## src/rtl/lcd_capture.sv

```systemverilog
// lcd_capture
// Captures the 2-bit pixel stream of a handheld-style LCD interface, packs
// four pixels per byte (first pixel in [7:6]) and hands the bytes to a
// consumer through a small first-word-fall-through FIFO.
//
// Line and frame boundaries are recovered from the composite sync: a short
// csync-high pulse is an hsync, a long one (>= VSYNC_MIN clocks) a vsync.
//
// Ports
//   clk        capture clock, same clock as the LCD outputs
//   rstn       asynchronous active-low reset
//   csync      composite sync
//   pvalid     pixel valid / clock gate
//   pixel      2-bit pixel shade
//   out_data   packed byte, four pixels, first pixel in [7:6]
//   out_valid  out_data valid (FIFO non-empty)
//   out_ready  consumer accepts byte
//   out_sof    out_data is the first byte of a frame
//   frame_done one-clock pulse when the last line of a frame completes
//   overflow   sticky: a byte was dropped in the current frame
//   frame_sum  16-bit additive checksum of the last completed frame
//
// Build option
//   LCD_CAPTURE_SUM_EN  enables the frame checksum accumulator; without it
//                       frame_sum is tied to zero.

module lcd_capture #(
    parameter int H_ACTIVE   = 160,
    parameter int V_ACTIVE   = 144,
    parameter int VSYNC_MIN  = 8,
    parameter int FIFO_DEPTH = 8
) (
    input  logic        clk,
    input  logic        rstn,
    input  logic        csync,
    input  logic        pvalid,
    input  logic [1:0]  pixel,
    output logic [7:0]  out_data,
    output logic        out_valid,
    input  logic        out_ready,
    output logic        out_sof,
    output logic        frame_done,
    output logic        overflow,
    output logic [15:0] frame_sum
);

    localparam int RUN_W  = $clog2(VSYNC_MIN + 1);
    localparam int X_W    = $clog2(H_ACTIVE + 1);
    localparam int LINE_W = $clog2(V_ACTIVE + 1);
    localparam int PTR_W  = $clog2(FIFO_DEPTH);

    typedef enum logic [1:0] {WAIT_VSYNC, WAIT_LINE, ACTIVE} state_t;

    state_t            state, state_next;
    logic              csync_q;
    logic [RUN_W-1:0]  run_len;
    logic              sync_fall, vsync_ev, hsync_ev;
    logic              capture, line_end, frame_end, last_line;
    logic [5:0]        pack;
    logic [1:0]        pix_cnt;
    logic [X_W-1:0]    x_cnt;
    logic [LINE_W-1:0] line_cnt;
    logic [7:0]        packed_next, residual, new_byte;
    logic              make_byte;
    logic              push_pend;
    logic [7:0]        push_byte;
    logic              sof_arm;
    logic [8:0]        mem [FIFO_DEPTH];
    logic [PTR_W:0]    wr_ptr, rd_ptr;
    logic              empty, full, pop, push_ok;

    // Sync classifier: the run counter saturates at VSYNC_MIN so arbitrarily
    // long vsync pulses never wrap back into the hsync range.
    always_ff @(posedge clk or negedge rstn) begin
        if (!rstn) begin
            csync_q <= 1'b0;
            run_len <= '0;
        end else begin
            csync_q <= csync;
            if (!csync)
                run_len <= '0;
            else if (run_len != RUN_W'(VSYNC_MIN))
                run_len <= run_len + RUN_W'(1);
        end
    end

    assign sync_fall = csync_q && !csync;
    assign vsync_ev  = sync_fall && (run_len >= RUN_W'(VSYNC_MIN));
    assign hsync_ev  = sync_fall && !vsync_ev && (run_len != '0);
    assign last_line = (line_cnt == LINE_W'(V_ACTIVE - 1));

    always_ff @(posedge clk or negedge rstn) begin
        if (!rstn)
            state <= WAIT_VSYNC;
        else
            state <= state_next;
    end

    // A vsync restarts the frame from any state.
    always_comb begin
        state_next = state;
        if (vsync_ev) begin
            state_next = WAIT_LINE;
        end else begin
            case (state)
                WAIT_LINE: if (pvalid) state_next = ACTIVE;
                ACTIVE:    if (hsync_ev) state_next = last_line ? WAIT_VSYNC : WAIT_LINE;
                default:   state_next = state;
            endcase
        end
    end

    // Pixels are ignored on the cycle that terminates a line or a frame.
    always_comb begin
        capture   = 1'b0;
        line_end  = 1'b0;
        frame_end = 1'b0;
        if (!vsync_ev) begin
            case (state)
                WAIT_LINE: capture = pvalid;
                ACTIVE: begin
                    if (hsync_ev) begin
                        line_end  = 1'b1;
                        frame_end = last_line;
                    end else begin
                        capture = pvalid && (x_cnt < X_W'(H_ACTIVE));
                    end
                end
                default: capture = 1'b0;
            endcase
        end
    end

    // Only the three previous pixels need storing; the fourth completes the byte.
    assign packed_next = {pack, pixel};

    always_comb begin
        case (pix_cnt)
            2'd1:    residual = {pack[1:0], 6'b0};
            2'd2:    residual = {pack[3:0], 4'b0};
            2'd3:    residual = {pack, 2'b0};
            default: residual = 8'h00;
        endcase
    end

    assign make_byte = (capture && (pix_cnt == 2'd3)) || (line_end && (pix_cnt != 2'd0));
    assign new_byte  = line_end ? residual : packed_next;

    // Completed bytes are staged one cycle before entering the FIFO.
    always_ff @(posedge clk or negedge rstn) begin
        if (!rstn) begin
            pack      <= '0;
            pix_cnt   <= '0;
            x_cnt     <= '0;
            line_cnt  <= '0;
            push_pend <= 1'b0;
            push_byte <= '0;
        end else begin
            push_pend <= make_byte;
            if (make_byte)
                push_byte <= new_byte;
            if (vsync_ev) begin
                pack     <= '0;
                pix_cnt  <= '0;
                x_cnt    <= '0;
                line_cnt <= '0;
            end else if (line_end) begin
                pack     <= '0;
                pix_cnt  <= '0;
                x_cnt    <= '0;
                line_cnt <= line_cnt + LINE_W'(1);
            end else if (capture) begin
                pack    <= packed_next[5:0];
                pix_cnt <= pix_cnt + 2'd1;
                x_cnt   <= x_cnt + X_W'(1);
            end
        end
    end

    always_ff @(posedge clk or negedge rstn) begin
        if (!rstn)
            frame_done <= 1'b0;
        else
            frame_done <= frame_end;
    end

    // A byte staged on the vsync cycle still belongs to the old frame, so
    // vsync wins over a simultaneous push/drop for both flags.
    always_ff @(posedge clk or negedge rstn) begin
        if (!rstn) begin
            sof_arm  <= 1'b0;
            overflow <= 1'b0;
        end else begin
            if (vsync_ev)
                sof_arm <= 1'b1;
            else if (push_pend)
                sof_arm <= 1'b0;
            if (vsync_ev)
                overflow <= 1'b0;
            else if (push_pend && !push_ok)
                overflow <= 1'b1;
        end
    end

    assign empty   = (wr_ptr == rd_ptr);
    assign full    = (wr_ptr[PTR_W] != rd_ptr[PTR_W]) &&
                     (wr_ptr[PTR_W-1:0] == rd_ptr[PTR_W-1:0]);
    assign pop     = out_valid && out_ready;
    assign push_ok = push_pend && (!full || pop);

    always_ff @(posedge clk or negedge rstn) begin
        if (!rstn) begin
            wr_ptr <= '0;
            rd_ptr <= '0;
        end else begin
            if (push_ok)
                wr_ptr <= wr_ptr + (PTR_W+1)'(1);
            if (pop)
                rd_ptr <= rd_ptr + (PTR_W+1)'(1);
        end
    end

    always_ff @(posedge clk) begin
        if (push_ok)
            mem[wr_ptr[PTR_W-1:0]] <= {sof_arm, push_byte};
    end

    // Storage is not reset, so the head entry is masked while empty.
    assign out_valid           = !empty;
    assign {out_sof, out_data} = out_valid ? mem[rd_ptr[PTR_W-1:0]] : 9'd0;

`ifdef LCD_CAPTURE_SUM_EN
    logic [15:0] sum_acc, sum_q;

    // Dropped bytes are still summed; the residual byte of the last line is
    // folded in on the same cycle the frame completes.
    always_ff @(posedge clk or negedge rstn) begin
        if (!rstn) begin
            sum_acc <= '0;
            sum_q   <= '0;
        end else begin
            if (vsync_ev)
                sum_acc <= '0;
            else if (make_byte)
                sum_acc <= sum_acc + {8'h00, new_byte};
            if (frame_end)
                sum_q <= sum_acc + (make_byte ? {8'h00, new_byte} : 16'h0000);
        end
    end

    assign frame_sum = sum_q;
`else
    assign frame_sum = 16'h0000;
`endif

endmodule

```

## config.mk

```make
export PLATFORM = sky130hd
export DESIGN_NAME = lcd_capture
export DESIGN_NICKNAME = d
export VERILOG_FILES = /design/src/rtl/lcd_capture.sv
export SDC_FILE = /design/constraint.sdc
export NUM_CORES = 1
export LEC_CHECK = 0
export BUFFER_PORTS_ARGS = -buffer_cell sky130_fd_sc_hd__buf_2
export CAP_MARGIN = 40
export CORE_ASPECT_RATIO = 0.9
export CORE_UTILIZATION = 55
export DETAILED_ROUTE_END_ITERATION = 8
export PLACE_DENSITY = 0.83
export SYNTH_ARGS = -nofsm -noshare
export SYNTH_HDL_FRONTEND = slang
export SYNTH_SLANG_ARGS = --single-unit
```

## constraint.sdc

```tcl
create_clock -name clk -period 2 [get_ports clk]
set_input_delay 0.4 -clock clk [delete_from_list [all_inputs] [get_ports clk]]
set_output_delay 0.4 -clock clk [all_outputs]
set_load 0.05 [all_outputs]
```

==> metrics <==
yosys warns=0; worst hold path depth=1; pin count of the biggest net entering global routing=32; hold path start=csync; critical path's top delay family=multiplexers; final worst setup slack=-0.422 ns; Sink Count=123; cells along the critical path=buf_12, mux4_2, mux2i_2, nor2_1, buf_6; RR Endpoint=mem[1][3]; final hold violation count=0; Post-Syn Area=0.00562 mm2; Seq/Total Area, Yosys=0.612; Initial DRC Count=157; Worst setup EP type=output pin; reg2reg start=rd_ptr[0]; clk_skew=0.0174 ns; WL final=11.9 mm; First-pass DRT Iterations=4; maximum resistive drop on vdd=1.36 mV; Synth Area in Adders=0.0267; total gr overflow=0; vias in the first global route=3,817; Period Utilization, post-route=1.21; endpoints failing setup=10; minimum clock period=2.42 ns; DR vias/cell=5.70; clock latency on the worst-skew pair=0.42 ns; Core Box Area=0.00978 mm2; vias after detailed routing=3,577; Setup WS pre-CTS=-0.137 ns; FF+latch count, synth=123; Longest Clk Path Bufs=2; area added between synthesis and finish=25.0%; DP Wirelength=7.20 mm; initial antenna violation count=0; post-layout util=0.718; worst r2r path cells=7; Die W=109 um; Core Rows=34; Compound-Gate Fraction of Synth Area=0.0813; # diodes=0; Final GP Congestion=0.801; post-synthesis simple-gate area fraction=0.102; Max Slew Vio Count=0; synth unique cells=54; die height=97.9 um; Cell Pwr Density=1580 mW/mm2; Setup Crit Path Kind=register to output pin; ys async rst share=0.415; Port-buffer cells=18; total die area=0.0106 mm2; Synth Instances=411; Worst Path Buf+Inv=2; residual DRC count=0; Worst EP required=1.60 ns; WHS Endpoint=csync_q; CP startpoint kind=register; CTS tree=built; post-DR wirelength/cell=19.0 um; TritonCTS Buffers=17; number of max-cap violations=0; unrepaired setup endpoints after global routing=true; Max FO, Critical Path=11; outcome=finished with violations; CTS clk-pin slew, worst paths=0.06 ns; first-pass GRT wire length=19.3 mm; stages on the worst setup path=5; max incr delay on CP=0.52 ns; failing checks=negative setup slack; Worst Path Arrival=2.02 ns; Max Clock Freq=413 MHz; GRT Total Usage=0.249; Post-synth EDFFs=72; Reg area=0.00344 mm2; post-synthesis average cell area=13.7 um2; root buf cell=clkbuf_16; crit path max-delay cell type=mux4_2; worst hold path type=input pin to register; share of cells above drive strength 1=0.325; mux contribution to synthesized area=0.102; Layout Cells excl Fill=627; largest family of logic cells by synthesized area=simple AND/OR/NAND/NOR gates; final hold slack=0.194 ns; Final #Nets=507; xor and xnor area share after synthesis=0.0281; Leak=2.78 nW; number of fillers in the final layout=626; H-tree depth=4; antenna viol nets, final=0; ys flop type=edfxtp_1; area of the multi-input gates=0.00210 mm2; Cells after DPL=584; Worst R2R Setup Slack=0.04 ns; io pins=35; starting density of the core=0.574
## power breakdown
group	switching, mW	internal [mW]	total [mW]
logic	2.43	1.97	4.40
registers	0.446	3.17	3.62
clock network	1.20	1.86	3.06
total	4.08	7.00	11.1
## synthesized netlist by cell type (2+ instances only)
cell	number	share of area
nand3_1	18	0.016
xor2_1	7	0.011
a21oi_1	19	0.017
o21ai_0	20	0.018
mux2i_1	11	0.020
edfxtp_1	72	0.38
dfrtp_1	51	0.23
nand3b_1	2	0.0027
a221o_1	2	0.0036
a22oi_1	4	0.0053
a22o_1	2	0.0031
nand4_1	4	0.0045
nor4b_1	2	0.0031
and2_1	2	0.0022
o31ai_1	6	0.0080
inv_1	12	0.0080
nand2b_1	7	0.0078
nor2b_1	5	0.0056
nor2_1	28	0.019
nor4_1	4	0.0045
o211ai_1	5	0.0067
or3_1	4	0.0045
buf_1	3	0.0020
mux4_2	18	0.072
nor3_1	6	0.0053
mux2_2	5	0.010
clkbuf_1	9	0.0060
nand2_1	11	0.0073
buf_2	6	0.0053
or4_1	5	0.0067
buf_6	2	0.0040
buf_4	16	0.021
ha_1	12	0.027
xnor2_1	11	0.017
## cells by family after synthesis
logic type | count (synthesis)
adder cells (fa/ha/maj) | 12
multiplexers | 34
XOR/XNOR | 18
AO/OA/AOI/OAI | 68
buffers and inverters | 49
flip-flops | 123
AND/OR/NAND/NOR | 106
other | 1
## layer usage
| layer | global-route usage | share of wire | wire (um) | up-vias |
|---|---|---|---|---|
| met2 | 0.444 | 0.55 | 6520 | 95 |
| met4 | 0.103 | 0.016 | 191 | 0 |
| li1 | - | - | - | 1675 |
| met3 | 0.0574 | 0.038 | 455 | 18 |
| met1 | 0.284 | 0.40 | 4760 | 1789 |
| met5 | 0 | 0 | 0 | - |
## through the flow
step | power [mW] | setup TNS, ns | instance area [um2]
2_1_floorplan | 6.16 | -0.541 | 5690
3_3_place_gp | 7.16 | -4.50 | 6110
3_5_place_dp | 7.34 | -1.65 | 6130
4_1_cts | 10.8 | -3.76 | 6870
5_1_grt | 11.6 | -4.55 | 7020
6_report | 11.1 | -3.41 | 7020
## worst max path at each step
| stage | to | slack, ns | startpoint |
|---|---|---|---|
| after floorplan | out_data[4] | -0.09 | rd_ptr[1] |
| after global placement | pack[2] | -0.21 | state[0] |
| after detailed placement | push_byte[6] | -0.14 | state[1] |
| after CTS | out_data[7] | -0.45 | rd_ptr[0] |
| after global routing | out_data[4] | -0.48 | rd_ptr[0] |
| final | out_data[4] | -0.42 | rd_ptr[0] |
## timing repair
item | in CTS | in global routing
endpoints found under the setup margin | 51 | 46
gates resized for setup | 24 | 27
pin swaps | 3 | 7
hold buffers | 1 | 0
setup buffers | 3 | 6
hold endpoints to repair | 20 | 0
cloned | 1 | 0
## layout make-up
cell class,instances,share of cell area
clock inverter,15,0.0235
tap,126,0.0224
inverter,13,0.00730
multi-input combinational,254,0.299
sequential,123,0.490
clock buffer,17,0.0606
timing repair buffer,79,0.0976
## placed cells by master (no fill, tap or decap), types with 7 or more instances in the layout
cell,instances
xnor2_1,11
inv_1,10
ha_1,9
nand3_1,18
clkbuf_16,17
buf_4,52
buf_2,8
nand2_1,11
xor2_1,7
o21ai_0,19
dfrtp_1,50
buf_6,14
a21oi_1,18
nor2_1,23
conb_1,16
mux4_2,18
edfxtp_1,72
mux2i_1,9
nand2b_1,7
## state kept, by name, indices dropped and copies added (netlist names)
register	cells
mem	72
line_cnt	8
push_byte	8
x_cnt	8
pack	6
rd_ptr	4
run_len	4
wr_ptr	4
pix_cnt	2
state	2
csync_q	1
frame_done	1
overflow	1
push_pend	1
sof_arm	1
(Power assumes the default switching activity.)
